[src/rtl/vga_pattern_gen.sv]
// vga_pattern_gen: parametrised VGA timing and test-pattern generator.
// A clock divider produces a pixel enable that advances the pixel (hc) and
// line (vc) counters. hsync, vsync, active and the RGB channels are
// registered every clk from the current hc/vc, so they lag the counters by
// one clk.
// Ports:
//   clk, rst        system clock, synchronous active-high reset
//   mode            0 bars, 1 checkerboard, 2 gradient, 3 solid
//   solid_rgb       {R,G,B} colour used in mode 3
//   hsync, vsync    sync outputs, active level set by HS_POL/VS_POL
//   red/green/blue  colour channels, forced to 0 in blanking
//   active          high while the current pixel is visible
//   frame_start     one-clk pulse at each frame boundary
//   frame_cnt       completed-frame counter
// Build option: define VGA_PATTERN_BORDER_EN to draw a 1-pixel all-ones
// border around the visible area.
module vga_pattern_gen #(
    parameter int H_ACTIVE = 800,
    parameter int H_FP     = 56,
    parameter int H_SYNC   = 120,
    parameter int H_BP     = 64,
    parameter int V_ACTIVE = 600,
    parameter int V_FP     = 37,
    parameter int V_SYNC   = 6,
    parameter int V_BP     = 23,
    parameter bit HS_POL   = 1'b1,
    parameter bit VS_POL   = 1'b1,
    parameter int CLK_DIV  = 2,
    parameter int COLOR_W  = 4
) (
    input  logic                 clk,
    input  logic                 rst,
    input  logic [1:0]           mode,
    input  logic [3*COLOR_W-1:0] solid_rgb,
    output logic                 hsync,
    output logic                 vsync,
    output logic [COLOR_W-1:0]   red,
    output logic [COLOR_W-1:0]   green,
    output logic [COLOR_W-1:0]   blue,
    output logic                 active,
    output logic                 frame_start,
    output logic [15:0]          frame_cnt
);
    localparam int H_TOTAL = H_ACTIVE + H_FP + H_SYNC + H_BP;
    localparam int V_TOTAL = V_ACTIVE + V_FP + V_SYNC + V_BP;
    localparam int HW = $clog2(H_TOTAL);
    localparam int VW = $clog2(V_TOTAL);
    localparam int DW = (CLK_DIV > 1) ? $clog2(CLK_DIV) : 1;
    localparam int GW = HW + COLOR_W;
    localparam int BAR = (H_ACTIVE / 8 > 0) ? H_ACTIVE / 8 : 1;

    localparam logic [DW-1:0] DIV_LAST = DW'(CLK_DIV - 1);
    localparam logic [HW-1:0] H_LAST   = HW'(H_TOTAL - 1);
    localparam logic [VW-1:0] V_LAST   = VW'(V_TOTAL - 1);
    localparam logic [HW-1:0] H_ACT    = HW'(H_ACTIVE);
    localparam logic [VW-1:0] V_ACT    = VW'(V_ACTIVE);
    localparam logic [HW-1:0] HS_BEG   = HW'(H_ACTIVE + H_FP);
    localparam logic [HW-1:0] HS_END   = HW'(H_ACTIVE + H_FP + H_SYNC);
    localparam logic [VW-1:0] VS_BEG   = VW'(V_ACTIVE + V_FP);
    localparam logic [VW-1:0] VS_END   = VW'(V_ACTIVE + V_FP + V_SYNC);

    logic [DW-1:0]          div;
    logic [HW-1:0]          hc;
    logic [VW-1:0]          vc;
    logic [1:0]             mode_q;
    logic [3*COLOR_W-1:0]   solid_q;

    logic                   pix_en;
    logic                   frame_end;
    logic                   active_c;
    logic                   hs_c;
    logic                   vs_c;
    logic [3*COLOR_W-1:0]   rgb_c;
    logic [3*COLOR_W-1:0]   pat_c;
    logic [HW-1:0]          bar_c;
    logic [2:0]             bar_code;
    logic [GW-1:0]          grad_c;
    logic [31:0]            hcx;
    logic [31:0]            vcx;

    assign pix_en    = (div == DIV_LAST);
    assign frame_end = pix_en && (hc == H_LAST) && (vc == V_LAST);
    assign active_c  = (hc < H_ACT) && (vc < V_ACT);
    assign hs_c      = (hc >= HS_BEG) && (hc < HS_END);
    assign vs_c      = (vc >= VS_BEG) && (vc < VS_END);
    assign hcx       = 32'(hc);
    assign vcx       = 32'(vc);

    // Gradient: hc scaled into the colour range, truncated.
    assign grad_c = {hc, COLOR_W'(0)} / GW'(H_ACTIVE);
    assign bar_c  = hc / HW'(BAR);

    always_comb begin
        bar_code = 3'd0;
        pat_c    = '0;
        // Bar index clamped so a non-multiple-of-8 width stays black.
        case ((bar_c > HW'(7)) ? 3'd7 : bar_c[2:0])
            3'd0:    bar_code = 3'b111;
            3'd1:    bar_code = 3'b110;
            3'd2:    bar_code = 3'b011;
            3'd3:    bar_code = 3'b010;
            3'd4:    bar_code = 3'b101;
            3'd5:    bar_code = 3'b100;
            3'd6:    bar_code = 3'b001;
            default: bar_code = 3'b000;
        endcase
        unique case (mode_q)
            2'd0: pat_c = {{COLOR_W{bar_code[2]}},
                           {COLOR_W{bar_code[1]}},
                           {COLOR_W{bar_code[0]}}};
            2'd1: pat_c = (hcx[5] ^ vcx[5]) ? '0 : '1;
            2'd2: pat_c = {3{grad_c[COLOR_W-1:0]}};
            2'd3: pat_c = solid_q;
        endcase
`ifdef VGA_PATTERN_BORDER_EN
        if (hc == 0 || hc == H_ACT - 1'b1 ||
            vc == 0 || vc == V_ACT - 1'b1)
            pat_c = '1;
`endif
        rgb_c = active_c ? pat_c : '0;
    end

    always_ff @(posedge clk) begin
        if (rst) begin
            div         <= '0;
            hc          <= '0;
            vc          <= '0;
            mode_q      <= 2'd0;
            solid_q     <= '0;
            hsync       <= ~HS_POL;
            vsync       <= ~VS_POL;
            red         <= '0;
            green       <= '0;
            blue        <= '0;
            active      <= 1'b0;
            frame_start <= 1'b0;
            frame_cnt   <= 16'd0;
        end else begin
            div <= pix_en ? '0 : div + 1'b1;
            if (pix_en) begin
                if (hc == H_LAST) begin
                    hc <= '0;
                    vc <= (vc == V_LAST) ? '0 : vc + 1'b1;
                end else begin
                    hc <= hc + 1'b1;
                end
            end
            // Mode only changes between frames.
            frame_start <= frame_end;
            if (frame_end) begin
                mode_q    <= mode;
                solid_q   <= solid_rgb;
                frame_cnt <= frame_cnt + 16'd1;
            end
            hsync               <= hs_c ? HS_POL : ~HS_POL;
            vsync               <= vs_c ? VS_POL : ~VS_POL;
            active              <= active_c;
            {red, green, blue}  <= rgb_c;
        end
    end
endmodule

[config.mk]
export PLATFORM = sky130hd
export DESIGN_NAME = vga_pattern_gen
export DESIGN_NICKNAME = d
export VERILOG_FILES = /design/src/rtl/vga_pattern_gen.sv
export SDC_FILE = /design/constraint.sdc
export NUM_CORES = 1
export LEC_CHECK = 0
export CELL_PAD_IN_SITES_DETAIL_PLACEMENT = 0
export CELL_PAD_IN_SITES_GLOBAL_PLACEMENT = 2
export CORE_ASPECT_RATIO = 0.6
export CORE_MARGIN = 5
export CORE_UTILIZATION = 35
export DETAILED_ROUTE_END_ITERATION = 8
export DONT_BUFFER_PORTS = 1
export GPL_ROUTABILITY_DRIVEN = 0
export GPL_TIMING_DRIVEN = 0
export PLACE_DENSITY = 0.75
export SYNTH_ARGS = -nofsm -noshare
export SYNTH_HDL_FRONTEND = slang
export SYNTH_SLANG_ARGS = --single-unit
[constraint.sdc]
create_clock -name clk -period 7.11 [get_ports clk]
set_input_delay 1.7775 -clock clk [delete_from_list [all_inputs] [get_ports clk]]
set_output_delay 1.7775 -clock clk [all_outputs]
set_load 0.01 [all_outputs]
==> metrics.yaml, run 1 <==
routing:
  vias: 4774
  viasPerCell: 5.84
  ant_nets: 0
  routed_wirelength_mm: 15.9
  dr.pass1.iters: 4
  drtIter0Drc: 311
  post-route-drc-count: 0
  routedWlPerCell_um: 19.4
layout:
  final_common_cell: "nand2_1"
  n_fill_cell: 1432
  multi_input_area_mm2: 0.00323
  drive_gt1_frac: 0.0981
  seqCellArea_mm2: 0.00136
  synthToLayoutAreaGrowth_pct: 10.6
  final_util: 0.392
  final_cell_mix: "nand2_1, dfxtp_1, a21oi_1"
  nets: 662
  num_antenna_cells: 0
  fin_area_mm2: 0.00533
sta:
  finalClockSkew_ns: 0.00635
  fin_ws_ns: 1.63
  max_slew.worst_pin.slew_ns: 1.07
  fin_setup_tns_ns: 0
  finalMaxSlewViolations: 0
  rsz0062_at_grt: "no"
  hold_viol_final: 0
  slew-limit-headroom: 0.288
  setup_viol: 0
  finalCritPeriodShare: 0.770
  fmax_mhz: 183
  fin_crit_ns: 5.48
worst_hold_path:
  min_to: "solid_q[6]$_SDFFE_PP0P_"
  hold_class: "register to register"
  whs_path_depth: 2
  worstHoldStart: "solid_q[6]$_SDFFE_PP0P_"
critical_path:
  crit_type: "register to register"
  r2r-start: "hc[1]$_SDFFE_PP0P_"
  max_stage_delay_ns: 0.89
  cp_max_fo: 8
  r2r_slack_ns: 1.63
  crit_required_ns: 7.29
  start_kind: "register"
  end_kind: "register"
  crit_chain: "inv_1 > ha_1 > nand2b_1 > a2111o_1 > o21ai_1 > nor3b_1 > a2bb2oi_1 > nor2_1 > mux2i_1 > a2111oi_0 > a221oi_1 > a41oi_1 > a21oi_1 > a211oi_2 > o22ai_1"
  worst_path_max_delay_cell: "a2111oi_0"
  cp-startpoint: "hc[1]$_SDFFE_PP0P_"
  reg2reg_depth: 15
  r2r_end: "red[0]$_SDFF_PP0_"
  arrival_ns: 5.65
yosys:
  syn_avg_cell_area_um2: 7.68
  mappedNetlistNets: 651
  synth-async-reset-ratio: 0
  synth_ff_type: "dfxtp_1"
  synth_cell_types: 88
  yosysSeqAreaShare: 0.283
  synth_seq_cells: 68
  syn_inst: 627
  synth-warning-count: 0
  synth_edf_count: 0
  synthesis.area_mm2: 0.00482
floorplan:
  initial_core_util: 0.355
  die_area_mm2: 0.0163
  io_pins: 48
  die_y_um: 101
  core_area_mm2: 0.0136
  row_count: 33
  dieWidth_um: 161
pwr:
  vdd_drop_max_uv: 96.1
  power.leakage_uw: 0.00187
  power.total_uw: 916
  power_density_mw_per_mm2: 172
place:
  placed_cell_area_mm2: 0.00503
  dpl_worst_slack_ns: 1.83
  io_buffer_count: 0
  hpwl_mm: 12.5
clocking:
  clk_pin_slew_worst_paths_ns: 0.06
  cts_hold_buf: 0
  clk_latency_ns: 0.32
  root_buffer: "clkbuf_16"
  clock-sinks: 68
  clk_path_buf_depth: 2
  cts_buffers: 9
  cts_tree: "done"
  ctsResizeCount: 0
  cts-htree-levels: 3
  post-cts-setup-buffer-count: 0
grt:
  gr-usage-all-layers: 0.195
  grt_pass1_wl_mm: 25.2
  antenna_found_initial: 0
  first_global_vias: 4392
  grt_max_degree: 12
  grt-ovfl-total: 0
flow_run:
  maxCapViolations: 0
status:
  status: "complete, no violations"
==> sequential cells by signal, summed over array words and instances, names as in the netlist <==
name / count
mode_q: 2
red: 4
hc: 11
blue: 4
frame_start: 1
active: 1
div: 1
solid_q: 12
hsync: 1
vc: 10
green: 4
vsync: 1
frame_cnt: 16
==> cell usage after synthesis, types with 3 or more instances <==
cell / count / area (µm²)
a211o_1: 4 / 35.0
a211oi_1: 10 / 75.1
a21boi_0: 4 / 30.0
a21o_1: 4 / 30.0
a21oi_1: 58 / 290
a311o_1: 3 / 30.0
a31o_2: 4 / 35.0
a31oi_1: 5 / 31.3
and2_1: 7 / 43.8
and3_1: 9 / 56.3
buf_1: 3 / 11.3
buf_2: 11 / 55.1
clkbuf_1: 25 / 93.8
dfxtp_1: 68 / 1360
ha_1: 8 / 100
inv_1: 9 / 33.8
mux2i_1: 7 / 70.1
nand2_1: 75 / 282
nand2b_1: 8 / 50.1
nand3_1: 10 / 50.1
nand4_1: 14 / 87.6
nor2_1: 57 / 214
nor2b_1: 4 / 25.0
nor3_1: 23 / 115
nor3b_1: 4 / 30.0
nor4_1: 8 / 50.1
o211ai_1: 5 / 37.5
o21a_1: 9 / 67.6
o21ai_0: 28 / 140
o21ai_1: 3 / 15.0
o21bai_1: 3 / 22.5
o22ai_1: 5 / 31.3
o311a_1: 3 / 30.0
o31ai_1: 5 / 37.5
or2_2: 8 / 50.1
or3_1: 12 / 75.1
xnor2_1: 23 / 201
xor2_1: 18 / 158
==> final cells by class <==
type | instances | share of cell area
flip-flops and latches | 68 | 0.256
clock buffers | 10 | 0.0449
plain buffers | 41 | 0.0336
well taps | 175 | 0.0411
clock inverters | 5 | 0.00987
multi-input cells | 507 | 0.607
inverters | 11 | 0.00775
==> power breakdown <==
part / internal, µW / total, µW / switching (µW)
clock: 277 / 438 / 161
combinational: 28.8 / 85.5 / 56.7
sequential: 387 / 392 / 5.56
==> worst max-delay path by stage <==
| stage | end | slack, ns | cells after the start |
|---|---|---|---|
| after global placement | red[0]$_SDFF_PP0_ | 1.88 | 15 |
| after floorplan | red[0]$_SDFF_PP0_ | 2.93 | 14 |
| after global routing | red[0]$_SDFF_PP0_ | 1.36 | 15 |
| after CTS | red[0]$_SDFF_PP0_ | 1.81 | 15 |
| final | red[0]$_SDFF_PP0_ | 1.63 | 15 |
| after detailed placement | red[0]$_SDFF_PP0_ | 1.83 | 15 |
==> per-layer routing <==
metal,vias to the layer above,wire (µm),track usage
met5,-,0,0
met4,0,42,0.0282
met3,8,1250,0.0613
met2,148,5810,0.240
met1,2295,8780,0.321
li1,2323,-,-
==> per-stage QoR <==
stage / hold slack [ns] / std cells
2_1_floorplan: 0.427 / 627
3_3_place_gp: 0.439 / 802
3_5_place_dp: 0.448 / 802
4_1_cts: 0.455 / 817
5_1_grt: 0.476 / 817
6_report: 0.449 / 817
==> kinds of logic after synthesis <==
family,count (synthesis),synth area share
AOI/OAI and AO/OA,191,0.280
xor gates and xnor gates,41,0.0746
adders and majority gates,8,0.0208
buffers and inverters,52,0.0457
DFF,68,0.283
muxes,8,0.0169
and+or+nand+nor,259,0.279
==> worst max-delay path: cells and delay by family (launching register included) <==
kind,cells,cell delay [ns]
AOI/OAI and AO/OA,9,3.46
adders and majority gates,1,0.27
buffers and inverters,1,0.13
DFF,1,0.48
muxes,1,0.21
and+or+nand+nor,3,0.78
(Power assumes the default switching activity.)
==> run 2, diff against run 1 <==
--- a/config.mk
+++ b/config.mk
@@ -9,12 +9,12 @@
 export CELL_PAD_IN_SITES_GLOBAL_PLACEMENT = 2
 export CORE_ASPECT_RATIO = 0.6
 export CORE_MARGIN = 5
-export CORE_UTILIZATION = 35
+export CORE_UTILIZATION = 34
 export DETAILED_ROUTE_END_ITERATION = 8
 export DONT_BUFFER_PORTS = 1
 export GPL_ROUTABILITY_DRIVEN = 0
 export GPL_TIMING_DRIVEN = 0
-export PLACE_DENSITY = 0.75
+export PLACE_DENSITY = 0.76
 export SYNTH_ARGS = -nofsm -noshare
 export SYNTH_HDL_FRONTEND = slang
 export SYNTH_SLANG_ARGS = --single-unit
==> constraint.sdc (replaced) <==
create_clock -name clk -period 4.6 [get_ports clk]
set_input_delay 1.15 -clock clk [delete_from_list [all_inputs] [get_ports clk]]
set_output_delay 1.15 -clock clk [all_outputs]
set_load 0.01 [all_outputs]
==> run 2 against run 1 <==
Cell area is 10% higher. Critical endpoint is now green[0]$_SDFF_PP0_. Combinational power grew 80%. Setup slack got worse by 1.5 ns. Register-to-register slack worse by 1.5 ns. Die area grew 2.7%.
==> metrics.yaml, run 2 (synthesized netlist as in run 1, its figures left out) <==
status:
  status: "complete, no violations"  # unchanged
critical_path:
  crit_required_ns: 4.78  # was 7.29 ns
  end_kind: "register"  # unchanged
  arrival_ns: 4.67  # was 5.65 ns
  cp_max_fo: 6  # was 8
  crit_family: "simple AND/OR/NAND/NOR gates"  # was compound AO/OA/AOI/OAI gates
  max_stage_delay_ns: 0.54  # was 0.89 ns
  crit_chain: "clkinvlp_4 > ha_4 > or4b_4 > or4_4 > nand3_4 > a211o_4 > buf_4 > a21oi_1 > o221a_1 > a21oi_4 > o211ai_4 > or4_4 > o211ai_2 > or3b_4 > a211oi_4 > o22ai_2"  # was inv_1 > ha_1 > nand2b_1 > a2111o_1 > o21ai_1 > nor3b_1 > a2bb2oi_1 > nor2_1 > mux2i_1 > a2111oi_0 > a221oi_1 > a41oi_1 > a21oi_1 > a211oi_2 > o22ai_1
  worst_path_max_delay_cell: "or4_4"  # was a2111oi_0
  crit_buf_inv: 2  # was 1
  path_common_cell: "or4_4"
  start_kind: "register"  # unchanged
  r2r_slack_ns: 0.11  # was 1.63 ns
  crit_type: "register to register"  # unchanged
pwr:
  power.leakage_uw: 0.00200  # was 0.00187 µW
  power_density_mw_per_mm2: 235  # was 172 mW/mm²
  power.total_uw: 1380  # was 916 µW
  vdd_drop_max_uv: 185  # was 96.1 µV
place:
  hpwl_mm: 12.2  # was 12.5 mm
  dp_cells: 819  # was 802
  io_buffer_count: 0  # unchanged
  placed_cell_area_mm2: 0.00506  # was 0.00503 mm²
floorplan:
  initial_core_util: 0.350  # was 0.355
  core_area_mm2: 0.0137  # was 0.0136 mm²
  die_area_mm2: 0.0167  # was 0.0163 mm²
  io_pins: 48  # unchanged
  row_count: 33  # unchanged
  dieWidth_um: 164  # was 161 µm
  die_y_um: 102  # was 101 µm
grt:
  grt_pass1_wl_mm: 24.3  # was 25.2 mm
  grt-ovfl-total: 0  # unchanged
  antenna_found_initial: 0  # unchanged
  grt_max_degree: 12  # unchanged
  first_global_vias: 4295  # was 4392
  gr-usage-all-layers: 0.186  # was 0.195
layout:
  fin_area_mm2: 0.00586  # was 0.00533 mm²
  final_common_cell: "nand2_1"  # unchanged
  drive_gt1_frac: 0.193  # was 0.0981
  largest_reg_flops: 16  # unchanged
  synthToLayoutAreaGrowth_pct: 21.7  # was 10.6%
  num_antenna_cells: 0  # unchanged
  stdcell_count: 854  # was 817
  top_regs: "frame_cnt: 16 flops, solid_q: 12 flops, hc: 11 flops"  # unchanged
  final_cell_mix: "nand2_1, dfxtp_1, a21oi_1, nor2_1"  # was nand2_1, dfxtp_1, a21oi_1
  regMostFlops: "frame_cnt"  # unchanged
  nets: 681  # was 662
clocking:
  cts_hold_buf: 0  # unchanged
  clk_pin_slew_worst_paths_ns: 0.05  # was 0.06 ns
  clk_latency_ns: 0.33  # was 0.32 ns
  clk_path_buf_depth: 2  # unchanged
  cts_tree: "done"  # unchanged
  clock-sinks: 68  # unchanged
  cts-htree-levels: 3  # unchanged
  cts_buffers: 9  # unchanged
  root_buffer: "clkbuf_16"  # unchanged
routing:
  drtIter0Drc: 385  # was 311
  routed_wirelength_mm: 15.9  # about the same
  ant_nets: 0  # unchanged
  post-route-drc-count: 0  # unchanged
  routedWlPerCell_um: 18.6  # was 19.4 µm
  viasPerCell: 5.66  # was 5.84
  vias: 4835  # was 4774
  dr.pass1.iters: 5  # was 4
sta:
  setup_viol: 0  # unchanged
  slew-limit-headroom: 0.521  # was 0.288
  finalMaxSlewViolations: 0  # unchanged
  fin_crit_ns: 4.49  # was 5.48 ns
  fmax_mhz: 223  # was 183 MHz
  holdWs_ns: 0.452  # was 0.449 ns
  finalCritPeriodShare: 0.975  # was 0.770
  max_slew.worst_pin.slew_ns: 0.719  # was 1.07 ns
  hold_viol_final: 0  # unchanged
  finalClockSkew_ns: 0.00743  # was 0.00635 ns
worst_hold_path:
  hold_class: "register to register"  # unchanged
flow_run:
  maxCapViolations: 0  # unchanged
## run 2: what timing repair did
action | in CTS | in global routing
setup buffers | 7 | 13
pin swaps | 7 | 21
resized for setup | 32 | 42
setup endpoints to repair | 6 | 10
## run 2: path summary, 6_finish.rpt
kind                      startpoint                       to  depth (start not counted)
max               hc[0]$_SDFFE_PP0P_      green[0]$_SDFF_PP0_                         16
min          solid_q[2]$_SDFFE_PP0P_  solid_q[2]$_SDFFE_PP0P_                          2
min reg2reg  solid_q[2]$_SDFFE_PP0P_  solid_q[2]$_SDFFE_PP0P_                          2
max reg2reg       hc[0]$_SDFFE_PP0P_      green[0]$_SDFF_PP0_                         16
## run 2: power breakdown
group,internal (µW),switching [µW]
clock network,377,241
logic,57.6,96.8
registers,598,9.27
## run 2: routing by layer
layer	vias up	GRT usage	wire [µm]
met5	-	0	0
met4	0	0.0296	46
met3	4	0.0568	1420
met2	154	0.221	5780
met1	2312	0.312	8670
li1	2365	-	-
## run 2: per-stage QoR
step	setup WS, ns	TNS, ns	util
5_1_grt	-0.0196	-0.0236	0.426
4_1_cts	0.00418	0	0.403
3_3_place_gp	-0.621	-2.55	0.368
3_5_place_dp	-0.568	-2.37	0.368
6_report	0.114	0	0.426
2_1_floorplan	0.423	0	-
## run 2: layout make-up
cell class / count / area (µm²)
fillers: 1400 / 7890
well taps: 192 / 240
clock inverters: 4 / 25.0
flip-flops and latches: 68 / 1370
clock buffers: 12 / 246
inverters: 11 / 45.0
repair buffers: 20 / 150
plain buffers: 40 / 179
multi-input cells: 507 / 3610
## run 2: worst register-to-register path, stage by stage, from the launching register on
cell and delay, ns:
dfxtp_4 0.37, clkinvlp_4 0.14, ha_4 0.21, or4b_4 0.53, or4_4 0.47, nand3_4 0.16, a211o_4 0.19, buf_4 0.12
a21oi_1 0.06, o221a_1 0.32, a21oi_4 0.23, o211ai_4 0.10, or4_4 0.54, o211ai_2 0.07, or3b_4 0.40, a211oi_4 0.28
o22ai_2 0.15
==> patch, RTL diff (settings of run 2) <==
Change the parameter `H_SYNC` from 120 to 60.
--- a/src/rtl/vga_pattern_gen.sv
+++ b/src/rtl/vga_pattern_gen.sv
@@ -17,7 +17,7 @@
 module vga_pattern_gen #(
     parameter int H_ACTIVE = 800,
     parameter int H_FP     = 56,
-    parameter int H_SYNC   = 120,
+    parameter int H_SYNC   = 60,
     parameter int H_BP     = 64,
     parameter int V_ACTIVE = 600,
     parameter int V_FP     = 37,
Behaviour: no difference found for any inputs over 10 cycles, from zero or initial values and one cycle with rst high; that may be too few to reach the edited logic, so the function may still have changed.
==> patch against run 2 <==
  * Sequential cell count shrank 1
  * Cell area decreased by 22%
  * Wire length decreased by 20%
  * Synthesized area is 14% lower
  * Critical endpoint is now red[0]
  * Fmax is 5.3% higher
  * Worst setup slack gained 0.22 ns
Power is not compared: it rests on default switching activity, and its combinational part moved more than twofold at a synthesized area within 25%.
==> patch: results (changes against run 2) <==
Outcome
  – Status: complete, no violations

Placement
  – Dpl hpwl: 9.87 mm (-19%)
  – Worst slack, placed: 0.303 ns (+0.871 ns)
  – Placed Area: 0.00433 mm2 (-14%)

Hold path
  – Worst hold path class: flip-flop to flip-flop

Synthesis
  – Post-Syn Nets: 562 (-14%)
  – Post-synth top cells: dfxtp_1 (67), nand2_1 (64), nor2_1 (60)
  – Post-Synthesis Cells: 538 (-14%)
  – Post-synth cell types: 73 (-17%)
  – Largest cells by area after synthesis: dfxtp_1 (33%), nand2_1 (5.8%), nor2_1 (5.5%), a21oi_1 (5.3%), xor2_1 (3.8%)
  – Seq/Total Area, Yosys: 32.5% (+4.3 points)
  – Post-synth ARST share: 0% (unchanged)

Setup path
  – CP top delay family: compound AO/OA/AOI/OAI gates
  – Critical Path AT: 4.47 ns (-0.20 ns)
  – Max FO, Critical Path: 5 (-1)
  – CP max stage delay: 0.49 ns (-0.05 ns)

STA
  – Worst slew pin tran: 0.720 ns (+0.000420 ns)
  – Fin Clk Skew: 0.0107 ns (+0.00331 ns)

Global route
  – First-pass GRT wire length: 20.0 mm (-18%)
  – Gr usage total: 17.6% (-1.0 points)
  – Number of global-route vias before repair: 3604 (-16%)

Route
  – M1 wire length: 6.95 mm (-20%)
  – DR pass1 iterations: 5 (unchanged)
  – Met3 wire len: 978 um (-31%)
  – Routed vias/inst: 5.46 (-3.6%)
  – Metal2 WL: 4.67 mm (-19%)
  – DR iter-0 viols: 282 (-27%)
  – Routed WL: 12.7 mm (-20%)

Finish
  – Layout cell share with drive strength beyond 1: 7.05% (-12 points)
  – Non-Filler Instances: 718 (-16%)
  – Layout fillers: 1314 (-6.1%)
  – Biggest regs: frame_cnt x16, solid_q x12
  – Nets@finish: 573 (-16%)
patch: changes by cell type after synthesis, moves of 5 or more:
cell,before,now
xnor2_1,23,15
nor4_1,8,2
buf_2,11,2
nand2_1,75,64
nand4_1,14,9
or2_2,8,3
inv_1,9,18
nand2b_1,8,2
nand3_1,10,31
a211oi_1,10,3
a21oi_1,58,44
nor3_1,23,14
patch: repair_timing:
action,4_1_cts,5_1_grt
buffers inserted,0,0
setup endpoints to repair,0,2
resized for setup,0,2
patch: logic make-up after synthesis:
group / count (synthesis) / share of synthesized area [%]
AND/OR/NAND/NOR: 224 / 26.2
AO/OA/AOI/OAI: 151 / 25.5
flip-flops: 67 / 32.5
buffers and inverters: 49 / 4.52
XOR/XNOR: 35 / 7.80
adder cells (fa/ha/maj): 8 / 2.43
multiplexers: 4 / 0.972
patch: worst paths after layout:
kind         startpoint    endpoint  slack (ns)  cells after the start
min reg2reg  solid_q[2]  solid_q[2]        0.46                      2
max               hc[0]      red[0]        0.34                     13
min          solid_q[2]  solid_q[2]        0.46                      2
max reg2reg       hc[0]      red[0]        0.34                     13
patch: power breakdown:
group / switching [mW] / internal [mW]
logic: 0.0373 / 0.0174
registers: 0.00882 / 0.589
clock network: 0.254 / 0.373
patch: layout make-up:
| cell class | instances | area, um2 | area share [%] |
|---|---|---|---|
| plain buffers | 31 | 119 | 2.58 |
| clock buffers | 10 | 239 | 5.19 |
| clock inverters | 5 | 30.0 | 0.653 |
| inverters | 18 | 67.6 | 1.47 |
| multi-input cells | 422 | 2600 | 56.5 |
| flip-flops and latches | 67 | 1340 | 29.2 |
| well taps | 165 | 206 | 4.49 |
patch: per-layer routing:
metal  global-route usage [%]  vias up
met5                        0        -
met1                     27.4     1845
met2                     22.3      120
met3                     5.62        8
li1                         -     1947
met4                     4.64        0
